--- config.mk ---
export PLATFORM = sky130hd
export DESIGN_NAME = servant_sleep_ctrl
export DESIGN_NICKNAME = d
export VERILOG_FILES = /design/src/rtl/servant_pkg.sv /design/src/rtl/servant_clkgate.sv /design/src/rtl/servant_sleep_ctrl.sv
export SDC_FILE = /design/constraint.sdc
export NUM_CORES = 1
export LEC_CHECK = 0
export ABC_AREA = 0
export CAP_MARGIN = 0
export CELL_PAD_IN_SITES_DETAIL_PLACEMENT = 0
export CELL_PAD_IN_SITES_GLOBAL_PLACEMENT = 1
export CORE_ASPECT_RATIO = 0.9
export CORE_UTILIZATION = 41
export CTS_CLUSTER_SIZE = 10
export DETAILED_ROUTE_END_ITERATION = 16
export PLACE_DENSITY = 0.95
export SLEW_MARGIN = 20
export SYNTH_ARGS = -nofsm -noshare
export SYNTH_HDL_FRONTEND = slang
export SYNTH_HIERARCHICAL = 1
export SYNTH_SLANG_ARGS = --single-unit
--- constraint.sdc ---
create_clock -name i_clk -period 4.2 [get_ports i_clk]
set_input_delay 0.42 -clock i_clk [delete_from_list [all_inputs] [get_ports i_clk]]
set_output_delay 0.42 -clock i_clk [all_outputs]
set_load 0.01 [all_outputs]
--- src/rtl/servant_pkg.sv ---
// Shared definitions for the servant sleep controller: FSM encoding and
// wake-source bit placement.
package servant_pkg;

  localparam logic [1:0] ST_RUN   = 2'd0;
  localparam logic [1:0] ST_DRAIN = 2'd1;
  localparam logic [1:0] ST_SLEEP = 2'd2;
  localparam logic [1:0] ST_WAKE  = 2'd3;

  // Offset of the explicit-wake bit above the IRQ bits in o_wake_src.
  localparam int unsigned WAKE_SRC_EXT = 0;

  function automatic int unsigned wake_src_ext_idx(input int unsigned num_irq);
    return num_irq + WAKE_SRC_EXT;
  endfunction

  function automatic logic state_clk_en(input logic [1:0] st);
    return (st == ST_RUN) || (st == ST_DRAIN);
  endfunction

endpackage

--- src/rtl/servant_clkgate.sv ---
// Latch-based glitch-free clock gate: enable captured while i_clk is low,
// so o_gclk only ever produces full high phases.
module servant_clkgate (
  input  logic i_clk,
  input  logic i_en,
  output logic o_gclk
);

  logic en_lat;

  always_latch begin
    if (!i_clk) en_lat <= i_en;
  end

  assign o_gclk = i_clk & en_lat;

endmodule

--- src/rtl/servant_sleep_ctrl.sv ---
// Core sleep controller: RUN/DRAIN/SLEEP/WAKE sequencing, wake-cause capture,
// sleep-cycle counting and registered core-clock enable.
module servant_sleep_ctrl
  import servant_pkg::*;
#(
  parameter int unsigned NUM_IRQ    = 1,
  parameter int unsigned WAKE_DELAY = 4,
  parameter int unsigned CNT_W      = 32,
  parameter int unsigned DRAIN_EN   = 1
) (
  input  logic               i_clk,
  input  logic               i_rst,
  input  logic               i_sleep_req,
  input  logic               i_wakeup_req,
  input  logic [NUM_IRQ-1:0] i_irq,
  input  logic [NUM_IRQ-1:0] i_irq_mask,
  input  logic               i_bus_idle,
  output logic               o_gclk,
  output logic               o_clk_en,
  output logic               o_sleep,
  output logic [NUM_IRQ:0]   o_wake_src,
  output logic [CNT_W-1:0]   o_sleep_cycles
);

  localparam int unsigned EXT_IDX  = wake_src_ext_idx(NUM_IRQ);
  localparam logic [7:0]  DLY_LAST = (WAKE_DELAY == 0) ? 8'd0 : 8'(WAKE_DELAY - 1);

  logic [1:0]         state_q, state_d;
  logic [7:0]         delay_q, delay_d;
  logic [CNT_W-1:0]   cnt_q, cnt_d;
  logic [NUM_IRQ:0]   src_q, src_d;
  logic               clk_en_q;
  logic               wake;
  logic [NUM_IRQ:0]   wake_cause;
  logic               enter_sleep;
  logic               latch_src;

  always_comb begin
    wake_cause                = '0;
    wake_cause[NUM_IRQ-1:0]   = i_irq & i_irq_mask;
    wake_cause[EXT_IDX]       = i_wakeup_req;
  end

  assign wake = |wake_cause;

  always_comb begin
    state_d     = state_q;
    delay_d     = delay_q;
    enter_sleep = 1'b0;
    latch_src   = 1'b0;
    case (state_q)
      ST_RUN: begin
        if (i_sleep_req && !wake) begin
          if (DRAIN_EN != 0) begin
            state_d = ST_DRAIN;
          end else begin
            state_d     = ST_SLEEP;
            enter_sleep = 1'b1;
          end
        end
      end
      ST_DRAIN: begin
        if (wake) begin
          state_d = ST_RUN;
        end else if (i_bus_idle) begin
          state_d     = ST_SLEEP;
          enter_sleep = 1'b1;
        end
      end
      ST_SLEEP: begin
        if (wake) begin
          latch_src = 1'b1;
          delay_d   = '0;
          state_d   = (WAKE_DELAY == 0) ? ST_RUN : ST_WAKE;
        end
      end
      ST_WAKE: begin
        if (delay_q == DLY_LAST) begin
          state_d = ST_RUN;
          delay_d = '0;
        end else begin
          delay_d = delay_q + 8'd1;
        end
      end
      default: state_d = ST_RUN;
    endcase
  end

  // The exit edge out of SLEEP still counts, so the count equals cycles spent in SLEEP.
  always_comb begin
    cnt_d = cnt_q;
    src_d = src_q;
    if (enter_sleep) begin
      cnt_d = '0;
      src_d = '0;
    end else if (state_q == ST_SLEEP) begin
      if (cnt_q != '1) cnt_d = cnt_q + 1'b1;
      if (latch_src) src_d = wake_cause;
    end
  end

  always_ff @(posedge i_clk) begin
    if (i_rst) begin
      state_q  <= ST_RUN;
      delay_q  <= '0;
      cnt_q    <= '0;
      src_q    <= '0;
      clk_en_q <= 1'b1;
    end else begin
      state_q  <= state_d;
      delay_q  <= delay_d;
      cnt_q    <= cnt_d;
      src_q    <= src_d;
      clk_en_q <= state_clk_en(state_q);
    end
  end

  servant_clkgate u_clkgate (
    .i_clk  (i_clk),
    .i_en   (clk_en_q),
    .o_gclk (o_gclk)
  );

  assign o_clk_en       = clk_en_q;
  assign o_sleep        = (state_q == ST_SLEEP) || (state_q == ST_WAKE);
  assign o_wake_src     = src_q;
  assign o_sleep_cycles = cnt_q;

endmodule

==> flow_results.xml <==
<?xml version="1.0" encoding="UTF-8"?>
<metrics>
  <group name="drt">
    <metric name="drt-pass1-iter-count" unit="">4</metric>
    <metric name="dr.first_iter.drc_count" unit="">138</metric>
    <metric name="vias" unit="">2200</metric>
    <metric name="routed_wirelength" unit="mm">5.596</metric>
    <metric name="routed_vias_inst" unit="">5.714</metric>
    <metric name="drc" unit="">0</metric>
    <metric name="number_of_nets_still_failing_antenna_checks_after_routing" unit="">0</metric>
    <metric name="detail_route.wl_per_cell" unit="µm">14.54</metric>
  </group>
  <group name="critical_path">
    <metric name="worstReg2RegStart" unit="">o_sleep_cycles[24]</metric>
    <metric name="cpPeakStageDelay" unit="ns">0.53</metric>
    <metric name="critPathRequiredTime" unit="ns">3.78</metric>
    <metric name="reg2reg_slack" unit="ns">1.66</metric>
    <metric name="timing.critical_path.slowest_stage_cell" unit="">clkdlybuf4s50_1</metric>
    <metric name="critPathLaunchType" unit="">latch</metric>
    <metric name="critical_path_class" unit="">latch -&gt; out</metric>
    <metric name="crit_arrival" unit="ns">3.55</metric>
    <metric name="cp_max_fo" unit="">1</metric>
    <metric name="critical-path-top-delay-family" unit="">buffers and inverters</metric>
    <metric name="critPathLaunch" unit="">u_clkgate/en_lat</metric>
    <metric name="critPathCaptureType" unit="">primary output</metric>
    <metric name="critical_path.cell_chain" unit="">and2_1 &gt; clkdlybuf4s50_1</metric>
    <metric name="cp.buffers_inverters" unit="">1</metric>
  </group>
  <group name="placement">
    <metric name="dpl.hpwl" unit="mm">3.777</metric>
    <metric name="detailed_place.area" unit="µm²">2783</metric>
    <metric name="place.port_buffers" unit="">43</metric>
    <metric name="gpl.final_weighted_congestion" unit="">0.7610</metric>
  </group>
  <group name="cells_and_area">
    <metric name="antenna-diode-count" unit="">0</metric>
    <metric name="final_layout_size_suffix_gt1_share" unit="%">7.862</metric>
    <metric name="layout.filler_cells" unit="">495</metric>
    <metric name="finish.instance_area" unit="µm²">2938</metric>
    <metric name="final_nets" unit="">326</metric>
    <metric name="syn_to_final_growth" unit="%">27.13</metric>
    <metric name="multiInputGateArea" unit="µm²">1326</metric>
    <metric name="seqCellArea" unit="µm²">915.9</metric>
  </group>
  <group name="grt">
    <metric name="met3_usage" unit="%">5.625</metric>
    <metric name="grt_pass1_wl" unit="mm">9.177</metric>
    <metric name="grt_remaining_overflow" unit="">0</metric>
    <metric name="groute.layer.met2.usage" unit="%">30.16</metric>
    <metric name="grt-busiest-layer" unit="">met2</metric>
    <metric name="maximum_number_of_pins_on_one_net_before_global_route_repair" unit="">25</metric>
    <metric name="grt_use_total" unit="%">20.77</metric>
    <metric name="grt_util_met1" unit="%">27.36</metric>
    <metric name="grt_pass1_vias" unit="">1964</metric>
    <metric name="antenna_found_initial" unit="">0</metric>
  </group>
  <group name="pwr">
    <metric name="register_share_of_total_power" unit="%">48.3</metric>
    <metric name="leakage_power" unit="nW">1.002</metric>
    <metric name="power.clock.fraction" unit="%">48.5</metric>
    <metric name="p_comb_share" unit="%">3.2</metric>
    <metric name="power.switching" unit="W">0.0001999</metric>
    <metric name="switching_share" unit="%">22.11</metric>
    <metric name="cellInternalPower" unit="W">0.0007041</metric>
    <metric name="vdd_ir_drop_max" unit="µV">150.0</metric>
    <metric name="power.density_cell_area" unit="nW/µm²">307.7</metric>
  </group>
  <group name="synthesis">
    <metric name="yosys_warnings" unit="">6</metric>
    <metric name="yosys.area.top_type" unit="">dfxtp_1</metric>
    <metric name="synth_top_cell_area_share" unit="%">38.98</metric>
    <metric name="netlist_instances" unit="">275</metric>
    <metric name="postSynth.topFlopCell" unit="">dfxtp_1</metric>
    <metric name="synth.cell_area" unit="µm²">2311</metric>
    <metric name="syn_avg_cell_area" unit="µm²">8.404</metric>
    <metric name="main_area_contributors_after_synthesis" unit="">dfxtp_1 39%, nand2_1 5.2%, xnor2_1 4.9%</metric>
    <metric name="synth_async_sr_flop_share" unit="%">0</metric>
    <metric name="postSynthRegisterBits" unit="">46</metric>
    <metric name="synth.net_count" unit="">284</metric>
    <metric name="netlist-cell-type-count" unit="">52</metric>
    <metric name="synth-edff-count" unit="">0</metric>
  </group>
  <group name="die">
    <metric name="die_area" unit="µm²">5941</metric>
    <metric name="std_cell_rows" unit="">25</metric>
    <metric name="die_x" unit="µm">81.14</metric>
    <metric name="start_util" unit="%">43.20</metric>
    <metric name="top_level_ports" unit="">44</metric>
    <metric name="placeableCoreArea" unit="µm²">5349</metric>
    <metric name="die_height" unit="µm">73.23</metric>
  </group>
  <group name="timing">
    <metric name="rsz0062_at_grt" unit="">false</metric>
    <metric name="slew_headroom" unit="%">30.37</metric>
    <metric name="final.setup_skew" unit="ns">0.008684</metric>
    <metric name="report.final.setup_viol" unit="">0</metric>
    <metric name="setup-tns-final" unit="ns">0</metric>
    <metric name="final-hold-violation-count" unit="">0</metric>
    <metric name="worst-slew-pin-transition" unit="ns">1.040</metric>
    <metric name="final-max-slew-violation-count" unit="">0</metric>
  </group>
  <group name="run">
    <metric name="timing.max_cap.violations" unit="">0</metric>
  </group>
  <group name="hold_path">
    <metric name="holdCritStartpoint" unit="">o_clk_en</metric>
    <metric name="timing.hold.worst.class" unit="">reg -&gt; latch</metric>
  </group>
  <group name="run_status">
    <metric name="status" unit="">complete, no violations</metric>
  </group>
  <group name="clock_tree">
    <metric name="postCtsResizedCells" unit="">0</metric>
    <metric name="post_cts.repair.setup_buffers" unit="">0</metric>
    <metric name="worstSkewPairLatency" unit="ns">0.41</metric>
    <metric name="cts_hold_repair.buffers" unit="">0</metric>
    <metric name="tritoncts" unit="">yes</metric>
    <metric name="clkTransAtPathRegs" unit="ns">0.09</metric>
  </group>
</metrics>
## cell usage after synthesis, types with 5 or more instances
cell type and instances:
a21oi_1 18, a31oi_1 12, and3_1 8, and4_1 5, clkbuf_1 7, dfxtp_1 45, nand2_1 32, nand3_1 11
nand4_1 7, nor2_1 28, nor3_1 5, o21ai_0 10, or3_1 7, xnor2_1 13, xor2_1 5
## logic make-up (layout without fill, tap and decap cells)
group | count (synthesis) | in the layout | synth area share [%]
fa+ha+maj | 2 | 2 | 1.083
latches | 1 | 1 | 0.6495
xor+xnor | 18 | 18 | 6.822
compound gates | 65 | 65 | 18.79
buf+inv | 16 | 59 | 2.978
flops | 45 | 45 | 38.98
mux | 2 | 2 | 0.8663
simple gates | 126 | 126 | 29.83
## through the flow
stage	total power [W]	setup WS, ns	hold WS [ns]	utilization (%)	instances
6_report	0.0009040	0.2289	0.4144	54.92	385
4_1_cts	0.0009144	0.2133	0.4173	54.92	385
2_1_floorplan	0.0004747	1.165	0.4259	-	275
3_5_place_dp	0.0005058	0.6992	0.3908	52.02	374
3_3_place_gp	0.0005056	0.6962	0.3896	52.02	374
5_1_grt	0.0009336	0.1794	0.4281	54.92	385
## worst paths after layout
path,end,cells past startpoint
worst max register to register,o_sleep_cycles[31],5
worst max-delay path,o_gclk,2
worst min register to register,u_clkgate/en_lat,0
worst min-delay path,u_clkgate/en_lat,0
## layout by cell type, fill, tap and decap left out, types with 2 or more instances in the layout
master / count
nand4_1: 7
nor3_1: 5
clkinvlp_4: 2
nand2_1: 32
xnor2_1: 13
a2111oi_0: 4
xor2_1: 5
and4_4: 3
o31ai_1: 2
ha_1: 2
a21oi_1: 18
nand2b_1: 4
or3_1: 7
buf_4: 2
clkdlybuf4s50_1: 43
o21a_1: 2
and3_1: 8
a31oi_1: 12
mux2i_1: 2
nor4_1: 2
and4_1: 5
clkbuf_8: 8
nor2_1: 28
dfxtp_1: 45
o21ai_0: 10
nand3_1: 11
a21o_1: 2
a211oi_1: 3
or4_1: 2
inv_1: 3
a41o_1: 4
## routing by layer
metal | share of wire [%] | vias to the layer above
met5 | 0 | -
met4 | 2.1 | 0
met3 | 5.0 | 11
met2 | 45 | 48
met1 | 48 | 1040
li1 | - | 1101
## worst register-to-register path, cell delays in order, from the launching register on
cell	delay, ns
dfxtp_1	0.42
nand4_1	0.23
nor3_2	0.83
a31oi_1	0.55
nand4_1	0.27
mux2i_1	0.18
## power groups by stage
stage / Sequential [W] / Combinational (W) / Clock (W)
floorplan: 0.000445 / 0.0000165 / 0.0000128
global placement: 0.000447 / 0.0000282 / 0.0000307
detailed placement: 0.000447 / 0.0000283 / 0.0000307
CTS: 0.000437 / 0.0000284 / 0.000450
global route: 0.000437 / 0.0000310 / 0.000465
finish: 0.000437 / 0.0000286 / 0.000439
## state kept, by name, indices dropped and copies added, names as in the netlist, named ones only
signal / flops
o_wake_src: 2
o_clk_en: 1
delay_q: 8
u_clkgate/en_lat: 1
state_q: 1
o_sleep_cycles: 32
## layout make-up
type | count | share of cell area [%]
Clock inverter | 3 | 1.533
Timing Repair Buffer | 44 | 14.82
Sequential cell | 46 | 31.18
Multi-Input combinational cell | 213 | 45.14
Tap cell | 67 | 2.853
Inverter | 3 | 0.3833
Clock buffer | 9 | 4.089
Note: power is estimated with default switching activity, not from simulation.
